===== config.mk =====
export PLATFORM = sky130hd
export DESIGN_NAME = pipe_stage_reg
export DESIGN_NICKNAME = d
export VERILOG_FILES = /design/src/rtl/pipe_stage_reg.sv
export SDC_FILE = /design/constraint.sdc
export NUM_CORES = 1
export LEC_CHECK = 0
export ABC_AREA = 1
export CORE_AREA = 2 2 171 173
export DETAILED_ROUTE_END_ITERATION = 10
export DIE_AREA = 0 0 173 175
export PLACE_DENSITY = 0.59
export SYNTH_ARGS = -nofsm -noshare
export SYNTH_HDL_FRONTEND = slang
export SYNTH_SLANG_ARGS = --single-unit

===== constraint.sdc =====
create_clock -name clk -period 1.6 [get_ports clk]
set_input_delay 0.24 -clock clk [delete_from_list [all_inputs] [get_ports clk]]
set_output_delay 0.24 -clock clk [all_outputs]
set_load 0.01 [all_outputs]

===== src/rtl/pipe_stage_reg.sv =====
// Parametrised inter-stage pipeline register with flush/hold/bubble/load control and a
// $0-filtered forwarding tap. Define PIPE_STAGE_PERF_CNT_EN to build the stall/bubble counters.
module pipe_stage_reg #(
  parameter int unsigned DATA_W = 32,
  parameter int unsigned NDATA  = 4,
  parameter int unsigned REG_W  = 5,
  parameter int unsigned EXC_W  = 5,
  parameter int unsigned PC_W   = 32
) (
  input  logic                    clk,
  input  logic                    reset,
  input  logic                    req,
  input  logic                    stall,
  input  logic                    bubble,
  input  logic                    in_valid,
  input  logic [NDATA*DATA_W-1:0] in_data,
  input  logic [REG_W-1:0]        in_a1,
  input  logic [REG_W-1:0]        in_a2,
  input  logic [REG_W-1:0]        in_a3,
  input  logic                    in_regwrite,
  input  logic [PC_W-1:0]         in_pc,
  input  logic                    in_bd,
  input  logic [EXC_W-1:0]        in_exc,
  output logic                    out_valid,
  output logic [NDATA*DATA_W-1:0] out_data,
  output logic [REG_W-1:0]        out_a1,
  output logic [REG_W-1:0]        out_a2,
  output logic [REG_W-1:0]        out_a3,
  output logic                    out_regwrite,
  output logic [PC_W-1:0]         out_pc,
  output logic                    out_bd,
  output logic [EXC_W-1:0]        out_exc,
  output logic                    fwd_we,
  output logic [REG_W-1:0]        fwd_a3,
  output logic [31:0]             bubble_cnt,
  output logic [31:0]             stall_cnt
);

  logic                    valid_q, valid_d;
  logic [NDATA*DATA_W-1:0] data_q, data_d;
  logic [REG_W-1:0]        a1_q, a1_d;
  logic [REG_W-1:0]        a2_q, a2_d;
  logic [REG_W-1:0]        a3_q, a3_d;
  logic                    regwrite_q, regwrite_d;
  logic [PC_W-1:0]         pc_q, pc_d;
  logic                    bd_q, bd_d;
  logic [EXC_W-1:0]        exc_q, exc_d;

  always_comb begin
    valid_d    = valid_q;
    data_d     = data_q;
    a1_d       = a1_q;
    a2_d       = a2_q;
    a3_d       = a3_q;
    regwrite_d = regwrite_q;
    pc_d       = pc_q;
    bd_d       = bd_q;
    exc_d      = exc_q;
    if (req) begin
      valid_d    = 1'b0;
      data_d     = '0;
      a1_d       = '0;
      a2_d       = '0;
      a3_d       = '0;
      regwrite_d = 1'b0;
      pc_d       = '0;
      bd_d       = 1'b0;
      exc_d      = '0;
    end else if (stall) begin
      // Hold: defaults above already keep every register.
    end else if (bubble) begin
      // NOP that still carries PC and delay-slot flag so a later EPC is correct.
      valid_d    = 1'b0;
      data_d     = '0;
      a1_d       = '0;
      a2_d       = '0;
      a3_d       = '0;
      regwrite_d = 1'b0;
      pc_d       = in_pc;
      bd_d       = in_bd;
      exc_d      = '0;
    end else begin
      valid_d    = in_valid;
      data_d     = in_data;
      a1_d       = in_a1;
      a2_d       = in_a2;
      a3_d       = in_a3;
      regwrite_d = in_valid & in_regwrite;
      pc_d       = in_pc;
      bd_d       = in_bd;
      exc_d      = in_valid ? in_exc : '0;
    end
  end

  always_ff @(posedge clk) begin
    if (!reset) begin
      valid_q    <= 1'b0;
      data_q     <= '0;
      a1_q       <= '0;
      a2_q       <= '0;
      a3_q       <= '0;
      regwrite_q <= 1'b0;
      pc_q       <= '0;
      bd_q       <= 1'b0;
      exc_q      <= '0;
    end else begin
      valid_q    <= valid_d;
      data_q     <= data_d;
      a1_q       <= a1_d;
      a2_q       <= a2_d;
      a3_q       <= a3_d;
      regwrite_q <= regwrite_d;
      pc_q       <= pc_d;
      bd_q       <= bd_d;
      exc_q      <= exc_d;
    end
  end

  assign out_valid    = valid_q;
  assign out_data     = data_q;
  assign out_a1       = a1_q;
  assign out_a2       = a2_q;
  assign out_a3       = a3_q;
  assign out_regwrite = regwrite_q;
  assign out_pc       = pc_q;
  assign out_bd       = bd_q;
  assign out_exc      = exc_q;

  // Writes to $0 are architecturally discarded, so never advertise them for forwarding.
  assign fwd_we = valid_q & regwrite_q & (a3_q != '0);
  assign fwd_a3 = fwd_we ? a3_q : '0;

`ifdef PIPE_STAGE_PERF_CNT_EN
  logic [31:0] bubble_cnt_q, bubble_cnt_d;
  logic [31:0] stall_cnt_q, stall_cnt_d;
  logic        bubble_take, stall_take;

  assign stall_take  = ~req & stall;
  assign bubble_take = ~req & ~stall & bubble;

  always_comb begin
    bubble_cnt_d = bubble_cnt_q;
    stall_cnt_d  = stall_cnt_q;
    if (bubble_take && bubble_cnt_q != 32'hFFFF_FFFF) bubble_cnt_d = bubble_cnt_q + 32'd1;
    if (stall_take && stall_cnt_q != 32'hFFFF_FFFF)   stall_cnt_d  = stall_cnt_q + 32'd1;
  end

  // Counters clear only on reset; a flush must not lose the statistics.
  always_ff @(posedge clk) begin
    if (!reset) begin
      bubble_cnt_q <= '0;
      stall_cnt_q  <= '0;
    end else begin
      bubble_cnt_q <= bubble_cnt_d;
      stall_cnt_q  <= stall_cnt_d;
    end
  end

  assign bubble_cnt = bubble_cnt_q;
  assign stall_cnt  = stall_cnt_q;
`else
  assign bubble_cnt = 32'd0;
  assign stall_cnt  = 32'd0;
`endif

endmodule


# Yosys cells after proc, flatten, opt, wreduce, memory -nomap -nowiden
# Index checks and enable logic that the tools add are counted.
[classes] n_mux=9 bitwise=4 n_reduce_logical=2
[op_table] cell="128-bit two-way mux" n=1
[op_table] cell="5-bit two-way mux" n=6
[op_table] cell="5-bit nonzero test" n=1
[op_table] cell="1-bit bitwise AND" n=3
[op_table] cell="1-bit two-way mux" n=2
[op_table] cell="2-bit OR reduction" n=1
[op_table] cell="1-bit inverter" n=1
[totals] register_bits=183 inputBits=188 out_inout_bits=253 elab_cells=24

# Depth between registers and ports, before layout
# Gate-level depths: netlist (run 1).
[depth] depth_word=3 depth_mapped=6 ltp_nobuf=4

# Worst setup path after synthesis (run 1)
# OpenSTA, ideal clock, no wires.
[synth_path] kind="input -> register" from="input port stall" to="register data_q[12], in the netlist out_data[12]" setup_time_ns=0.070 arrival_time_ns=0.945 t_required_ns=1.530 setup_slack_ns=0.584 stages=6 n_path_buf=3 path_cell_list="buf_2 > nor2_4 > buf_6 > buf_6 > nand2_1 > a21oi_1"
[synth_lines] item="start: declaration" line="13" rtl="input logic stall,"
[synth_lines] item="end signal: assignment" line="108" rtl="data_q <= data_d;"
[synth_lines] item="end: declaration" line="40" rtl="logic [NDATA*DATA_W-1:0] data_q, data_d;"

# Worst setup path after layout (run 1)
[layout_path] from="register data_q[121], in the netlist out_data[121]" to="output port out_data[121]"
[layout_lines] item="end: declaration" line="25" rtl="output logic [NDATA*DATA_W-1:0] out_data,"
# No word-level cell between the ends.

==> results.toml, run 1 <==
[clock_tree]
cts.path.max_buffers = 2
cts_max_level = 4
cts_root_buf = "clkbuf_16"
cts_setup_buffers = 0
cts_buffers = 17
cts_sinks = 183
cts.clk_slew.worst_paths_ns = 0.07
cts_hold_buf = 0
cts_tree = "yes"
clk_latency_ns = 0.42

[global_routing]
grt_usage = 0.152
grt_pass1_wl_mm = 36.3
antenna_found_initial = 2
grt_pass1_vias = 6581
grt_max_degree = 95
grt.overflow.total = 0

[setup_path]
crit_path_max_fanout = 2
crit_slowest_cell = "clkdlybuf4s50_1"
cpLargestDelayFamily = "buffers and inverters"
end_kind = "output pin"
max_stage_delay_ns = 0.58
timing.critical_path.cells = "clkdlybuf4s50_1"
critical_path_arrival_ns = 1.32
worstSetupStartpointType = "flip-flop"
worstPathRequired_ns = 1.36
cp_num_buf_inv = 1
crit_type = "reg -> out"

[synthesis]
synth.cell_area_sq_um = 6880
synthDistinctLibCells = 13
yosys_register_bits = 183
synth_cells = 878
yosysWarnings = 0
avgSynthCellArea_sq_um = 7.83
yosysSeqAreaShare = 0.533

[cells_and_area]
final_cell_area_sq_um = 11700
syn2layout_area_growth_pct = 69.4
drive_gt1_frac = 0.0589
fin_nets = 1431
instances_no_fill = 1641

[routing]
wl_per_cell_um = 14.4
wl_mm = 23.7
firstDrtPassIters = 4
drtIter0Drc = 304
num_vias = 6749
ant_nets = 0
vias_per_cell = 4.11
route.detailed.drc = 0

[pwr]
powerDensity_nw_per_um2 = 863
p_comb_frac = 0.128
power.switching_mw = 2.54
p_seq_frac = 0.467
switching_share = 0.252
power.share.clock = 0.405
p_int_mw = 7.53
p_leak_nw = 5.67
peakVddDrop_v = 0.000558

[place]
gp_congestion = 0.797
postPlaceCellArea_sq_um = 10900
numPortBuffers = 376
placedCellCount = 1608
post-dp-hpwl_mm = 17.2

[floorplan]
initial_core_util = 0.242
die_y_um = 175
chipWidth_um = 173
core_sq_um = 28400
die_area_sq_um = 30300
pin_count = 441
core.rowCount = 62

[run]
cap_violations = 0

[outcome]
status = "completed"

[sta]
setup_tns_ns = 0
fmax_ghz = 0.639
fin_crit_ns = 1.56
hold_viol = 0
min_period_over_period = 0.977
rsz0062_at_grt = "false"
maxSlewViolCount = 0
holdWs_ns = 0.122
setup_violations = 0
skew_ns = 0

[hold_path]
hold_path_class = "in -> reg"
-- power groups by stage --
stage                     combinational (mW)  sequential, mW  clock [mW]
after floorplan                        0.541            4.85           0
after global placement                  1.32            4.81           0
after detailed placement                1.32            4.81           0
after CTS                               1.31            4.70        4.25
after global routing                    1.39            4.71        4.40
final                                   1.28            4.70        4.07
-- placed cells by master, fill, tap and decap left out --
cell type,instances
dfxtp_1,179
buf_4,17
inv_1,9
inv_6,3
nor2_4,1
dlymetal6s2s_1,78
dfxtp_2,4
buf_12,14
bufinv_16,1
diode_2,1
a21oi_1,183
clkinv_4,1
nor2_1,7
clkbuf_1,1
nand3_1,7
conb_1,64
clkinvlp_4,4
clkdlybuf4s50_1,259
clkbuf_2,2
buf_6,1
buf_2,1
nand2_4,1
clkinv_2,4
dlygate4sd2_1,35
nand2_2,2
clkbuf_16,17
inv_8,1
nand2_1,360
-- sequential cells by signal, indices dropped and copies added, names as in the netlist --
signal / flops
out_data: 128
out_regwrite: 1
out_a2: 5
out_pc: 32
out_exc: 5
out_valid: 1
out_bd: 1
out_a1: 5
out_a3: 5
-- worst paths after layout --
kind / from / end / slack (ns) / cells after the start
min reg2reg: out_data[119]$_SDFFE_PP0N_ / out_data[119]$_SDFFE_PP0N_ / 0.46 / 2
min: stall / out_data[120]$_SDFFE_PP0N_ / 0.12 / 3
max: out_data[121]$_SDFFE_PP0N_ / out_data[121] / 0.04 / 1
max reg2reg: out_a3[0]$_SDFFE_PP0N_ / out_a3[0]$_SDFFE_PP0N_ / 0.89 / 3
-- routing by layer --
layer | up-vias | GRT usage | routed length, um
li1 | 3394 | - | -
met1 | 3052 | 0.174 | 9630
met2 | 290 | 0.256 | 11500
met3 | 13 | 0.0624 | 2220
met4 | 0 | 0.0508 | 308
met5 | - | 0 | 0
-- layout make-up --
type / instances / area, sq um
Clock buffer: 18 / 429
Sequential cell: 183 / 3670
Multi-Input combinational cell: 625 / 2600
Antenna cell: 1 / 2.50
Fill cell: 2893 / 16700
Clock inverter: 14 / 126
Timing Repair Buffer: 407 / 4310
Tap cell: 384 / 480
Inverter: 9 / 33.8
-- cell usage after synthesis --
cell type,count,area (sq um)
nand2_1,363,1360
a21oi_1,183,916
dfxtp_1,183,3660
buf_4,64,480
buf_2,30,150
buf_6,11,124
clkbuf_1,11,41.3
inv_1,9,33.8
buf_1,8,30.0
nand3_1,7,35.0
nor2_1,7,26.3
conb_1,1,3.75
nor2_4,1,11.3
-- worst reg2reg max path, cell delays in order, from the launching register on --
cell,delay [ns]
dfxtp_1,0.33
buf_4,0.12
nand2_1,0.04
a21oi_1,0.15
-- cell families after synthesis --
| kind of cell | after synthesis | share of synthesized area |
|---|---|---|
| AOI/OAI and AO/OA | 183 | 0.133 |
| buffers and inverters | 133 | 0.125 |
| DFF | 183 | 0.533 |
| other | 1 | 0.000545 |
| and+or+nand+nor | 378 | 0.209 |
-- metrics by stage --
step / util / setup slack (ns) / total power, mW
CTS: 0.404 / 0.0000302 / 10.3
finish: 0.410 / 0.0362 / 10.1
global route: 0.410 / 0.000290 / 10.5
global placement: 0.386 / 0.0795 / 6.12
floorplan: - / 0.584 / 5.39
detailed placement: 0.386 / 0.0234 / 6.13
-- what timing repair did --
action | CTS | global route
gates cloned | 0 | 0
endpoints found under the setup margin | 38 | 81
pin swaps | 3 | 0
resized for setup | 46 | 83
Power figures use the tool's default switching activity.
==> run 2, diff against run 1 <==
SLEW_MARGIN = 20   (was not set)
==> results of run 2 <==
Same layout as run 1: the final DEF is identical, and so are final timing and power.
